## config.mk

```make
export PLATFORM = sky130hd
export DESIGN_NAME = log_reader
export DESIGN_NICKNAME = d
export VERILOG_FILES = /design/src/rtl/log_pkg.sv /design/src/rtl/log_reader.sv
export SDC_FILE = /design/constraint.sdc
export NUM_CORES = 1
export LEC_CHECK = 0
export ABC_AREA = 1
export CAP_MARGIN = 10
export CORE_UTILIZATION = 45
export DETAILED_ROUTE_END_ITERATION = 6
export PLACE_DENSITY = 0.83
export SYNTH_ARGS = -nofsm -noshare
export SYNTH_HDL_FRONTEND = slang
export SYNTH_SLANG_ARGS = --single-unit
```

## constraint.sdc

```tcl
create_clock -name clk -period 3.2 [get_ports clk]
set_clock_uncertainty 0.2 [all_clocks]
set_input_delay 0.8 -clock clk [delete_from_list [all_inputs] [get_ports clk]]
set_output_delay 0.8 -clock clk [all_outputs]
set_load 0.01 [all_outputs]
```

## src/rtl/log_pkg.sv

```systemverilog
// Shared log-buffer constants for the writer and reader state machines.
// Both FSMs use 2-bit encodings.
package log_pkg;

    typedef logic [1:0] log_state_t;

    localparam log_state_t WR_IDLE  = 2'd0;
    localparam log_state_t WR_FILL  = 2'd1;
    localparam log_state_t WR_FULL  = 2'd2;

    localparam log_state_t RD_IDLE  = 2'd0;
    localparam log_state_t RD_READ  = 2'd1;
    localparam log_state_t RD_LATCH = 2'd2;
    localparam log_state_t RD_SEND  = 2'd3;

endpackage

```

## src/rtl/log_reader.sv

```systemverilog
// Streams the whole log buffer out of a BRAM read port, one word per
// READ/LATCH/SEND round trip, ascending from address 0.
module log_reader #(
    parameter int ADDR_W = 10,
    parameter int DATA_W = 16
) (
    input  logic              clk,
    input  logic              rst,
    input  logic              start,
    input  logic              log_active,
    output logic              bram_en,
    output logic [ADDR_W-1:0] bram_addr,
    input  logic [DATA_W-1:0] bram_dout,
    output logic [DATA_W-1:0] m_data,
    output logic              m_valid,
    input  logic              m_ready,
    output logic              busy,
    output logic              done
);
    import log_pkg::*;

    localparam logic [ADDR_W-1:0] LAST = '1;
    localparam logic [ADDR_W-1:0] ONE  = {{(ADDR_W-1){1'b0}}, 1'b1};

    log_state_t        state_q, state_d;
    logic [ADDR_W-1:0] cnt_q, cnt_d;
    logic [DATA_W-1:0] data_q, data_d;
    logic              done_q, done_d;

    always_ff @(posedge clk) begin
        if (rst) begin
            state_q <= RD_IDLE;
            cnt_q   <= '0;
            data_q  <= '0;
            done_q  <= 1'b0;
        end else begin
            state_q <= state_d;
            cnt_q   <= cnt_d;
            data_q  <= data_d;
            done_q  <= done_d;
        end
    end

    always_comb begin
        state_d = state_q;
        cnt_d   = cnt_q;
        data_d  = data_q;
        done_d  = 1'b0;
        unique case (state_q)
            RD_IDLE: begin
                cnt_d = '0;
                // log_active only gates the exit from IDLE
                if (start && !log_active) begin
                    state_d = RD_READ;
                end
            end
            RD_READ: begin
                state_d = RD_LATCH;
            end
            RD_LATCH: begin
                data_d  = bram_dout;
                state_d = RD_SEND;
            end
            RD_SEND: begin
                if (m_ready) begin
                    if (cnt_q == LAST) begin
                        done_d  = 1'b1;
                        cnt_d   = '0;
                        state_d = RD_IDLE;
                    end else begin
                        cnt_d   = cnt_q + ONE;
                        state_d = RD_READ;
                    end
                end
            end
            default: begin
                state_d = RD_IDLE;
            end
        endcase
    end

    always_comb begin
        bram_en   = (state_q == RD_READ);
        bram_addr = cnt_q;
        m_valid   = (state_q == RD_SEND);
        m_data    = data_q;
        busy      = (state_q != RD_IDLE);
        done      = done_q;
    end

endmodule

```

==> summary.md <==
| Metric | Value |
|---|---|
| Syn Nets | `189` |
| Post-CTS setup buffer count | `0` |
| Crit Path Max Fanout | `5` |
| CTS Sinks | `29` |
| Fraction of final layout cells with drive strength greater than 1 | `6.91%` |
| Final Net Count | `243` |
| Initial core utilization | `48.9%` |
| Rows | `18` |
| RSZ-0062 raised after global routing | `no` |
| Clock tree root driver cell | `clkbuf_4` |
| CP Class | `flop to primary output` |
| Met1 Resource Use GR | `22.0%` |
| Syn_area_per_cell | `7.68 um^2` |
| RD Place Congestion | `0.816` |
| Finished Layout Cells | `247` |
| Seq/Total Area, Yosys | `46.7%` |
| Antenna Cells | `0` |
| Tcrit/Tclk final | `84.6%` |
| R2R setup slack | `1340 ps` |
| Area grow syn2layout | `49.2%` |
| Tot GR Track Use | `22.4%` |
| Vias | `1,215` |
| GRT met2 Usage | `between 30% and 40%` |
| CP startpoint | `state_q[0]$_SDFFE_PP0P_` |
| Placed cell count | `239` |
| Final Slew Violations | `0` |
| CTS Hold Bufs | `0` |
| Final min period | `2710 ps` |
| Die footprint | `0.00298 mm^2` |
| Hpwl dp | `2160 um` |
| Antenna violations before repair | `0` |
| Number of buffers created by CTS | `5` |
| 1st-iter DRT viols | `18` |
| CTS tree | `built` |
| Arr. time, crit path | `1710 ps` |
| Worst setup path end | `busy` |
| Hold Crit Class | `flop to flop` |
| Crit. End Element | `primary output` |
| Outcome | `finished, final reports clean` |
| DP Worst Slack | `782 ps` |
| Max_cap viols | `0` |
| Clock Tree Buf Depth | `2` |
| Remaining Overflow, GRT | `0` |
| Post-route core utilization | `72.9%` |
| Final TNS setup | `0 ps` |
| I/O Buffers | `50` |
| FF-to-FF Start | `state_q[0]$_SDFFE_PP0P_` |
| GR Util met3 | `under 10%` |
| Slew HR | `roughly two thirds` |
| Antenna viol nets, final | `0` |
| Area of the mapped netlist | `0.00124 mm^2` |
| Worst-path clk slew | `about 90 ps` |
| WL final | `~2900 um` |
| Pwr Density | `754 mW/mm^2` |
| H-tree levels | `2` |
| DR vias/cell | `about 4.9` |
| Vias in the first global route | `1,160` |
| Total chip power | `0.00140 W` |
| Final hold vios | `0` |
| Maximum clock rate | `369 MHz` |
| Die Wd | `54.6 um` |
| Worst Max-Slew Pin Slew | `474 ps` |
| Maximum number of pins on one net before global-route repair | `20` |
| Vert. Die Dim | `between 50 and 60 um` |
| Worst skew pair latency | `approximately 330 ps` |
| # setup viols final | `0` |
| Routed len/inst | `11.7 um` |
| DRC | `0` |
| Drt first pass iters | `5` |
| Reg-to-reg critical path endpoint | `m_data[7]$_SDFFE_PP0N_` |
| Top-Level Pins | `51` |
| First-pass GRT wire length | `roughly 4600 um` |
| Seq cells post-synth | `29` |
| CP startpoint kind | `flop` |
| Final worst slack | `roughly 500 ps` |
| Post-Synthesis Cells | `162` |
| Critical path required time | `about 2200 ps` |
| Gr busiest metal | `met2` |
| Worst VDD drop | `between 0.0007 and 0.0008 V` |
| Core box area | `around 0.0025 mm^2` |
| Leakage | `between 0.7 and 0.8 nW` |
| FF-to-FF path depth | `5` |
| Post-CTS resize count | `0` |
| YS warnings | `0` |
| Synth cell types | `20` |
-- worst min path at each step --
stage,from,endpoint,slack (ps),depth (start not counted)
floorplan,state_q[0]$_SDFFE_PP0P_,state_q[0]$_SDFFE_PP0P_,280,2
global placement,m_data[12]$_SDFFE_PP0N_,m_data[12]$_SDFFE_PP0N_,280,2
detailed placement,m_data[1]$_SDFFE_PP0N_,m_data[1]$_SDFFE_PP0N_,290,2
CTS,m_data[1]$_SDFFE_PP0N_,m_data[1]$_SDFFE_PP0N_,310,2
global route,m_data[6]$_SDFFE_PP0N_,m_data[6]$_SDFFE_PP0N_,340,2
finish,m_data[9]$_SDFFE_PP0N_,m_data[9]$_SDFFE_PP0N_,310,2
-- critical path, stage by stage, from the launching register on --
cell and delay [ps]:
dfxtp_1 420, inv_1 110, ha_1 230, inv_2 80
clkdlybuf4s50_1 530
-- power breakdown --
group | total (W) | internal (W) | switching, W
Combinational | 0.000572 | 0.000276 | 0.000296
Sequential | 0.000510 | 0.000453 | 0.0000570
Clock | 0.000317 | 0.000186 | 0.000131
Total | 0.00140 | 0.000915 | 0.000484
-- area by class of cell --
type	count	area, um^2
Sequential cell	29	581
Timing Repair Buffer	50	500
Fill cell	208	689
Tap cell	30	37.5
Clock inverter	1	30.0
Inverter	14	52.6
Multi-Input combinational cell	116	599
Clock buffer	7	55.1
-- cells in the final DEF (no fill, tap or decap), types with 3 or more instances in the layout --
| cell | synthesis | layout |
|---|---|---|
| dfxtp_1 | 29 | 29 |
| nor2_1 | 48 | 48 |
| ha_1 | 6 | 6 |
| clkbuf_4 | 0 | 5 |
| nand2_1 | 18 | 18 |
| a21oi_1 | 4 | 4 |
| nand2_2 | 3 | 3 |
| xor2_1 | 5 | 5 |
| o21ai_0 | 19 | 19 |
| inv_1 | 12 | 12 |
| clkdlybuf4s50_1 | 0 | 50 |
| nand3_1 | 6 | 6 |
-- per-layer routing --
layer | share of wire [%] | routed length (um)
met4 | 1.5 | 42
met1 | 42 | 1200
met2 | 50 | 1450
met3 | 6.6 | 191
met5 | 0 | 0
-- flip-flops by register name, summed over array words and instances, names as in the netlist --
name	flops
bram_addr	10
m_data	16
done	1
state_q	2
-- cells in the mapped netlist (all sizes together) --
library cell | instances | area, um^2
a21oi | 4 | 20.0
nand3 | 6 | 30.0
xor2 | 5 | 43.8
nor2 | 49 | 191
or2 | 1 | 6.26
clkinv | 1 | 3.75
nor3 | 1 | 5.00
ha | 6 | 75.1
clkbuf | 3 | 11.3
xnor2 | 1 | 8.76
nand2 | 22 | 97.6
dfxtp | 29 | 581
mux2i | 1 | 10.0
inv | 13 | 48.8
o21ai | 20 | 111
-- stage by stage --
step / hold slack [ps] / cell area [um^2]
floorplan: 279 / 1240
finish: 312 / 1860
detailed placement: 286 / 1770
global placement: 280 / 1770
global route: 342 / 1860
CTS: 310 / 1860
-- logic make-up (layout without fill, tap and decap cells) --
family	after synthesis	in the layout	synth area share (%)
DFF	29	29	46.7
buffers and inverters	17	72	5.13
AOI/OAI and AO/OA	24	24	10.6
muxes	1	1	0.805
xor gates and xnor gates	6	6	4.23
and+or+nand+nor	79	79	26.6
adders and majority gates	6	6	6.04
(Power assumes the default switching activity.)
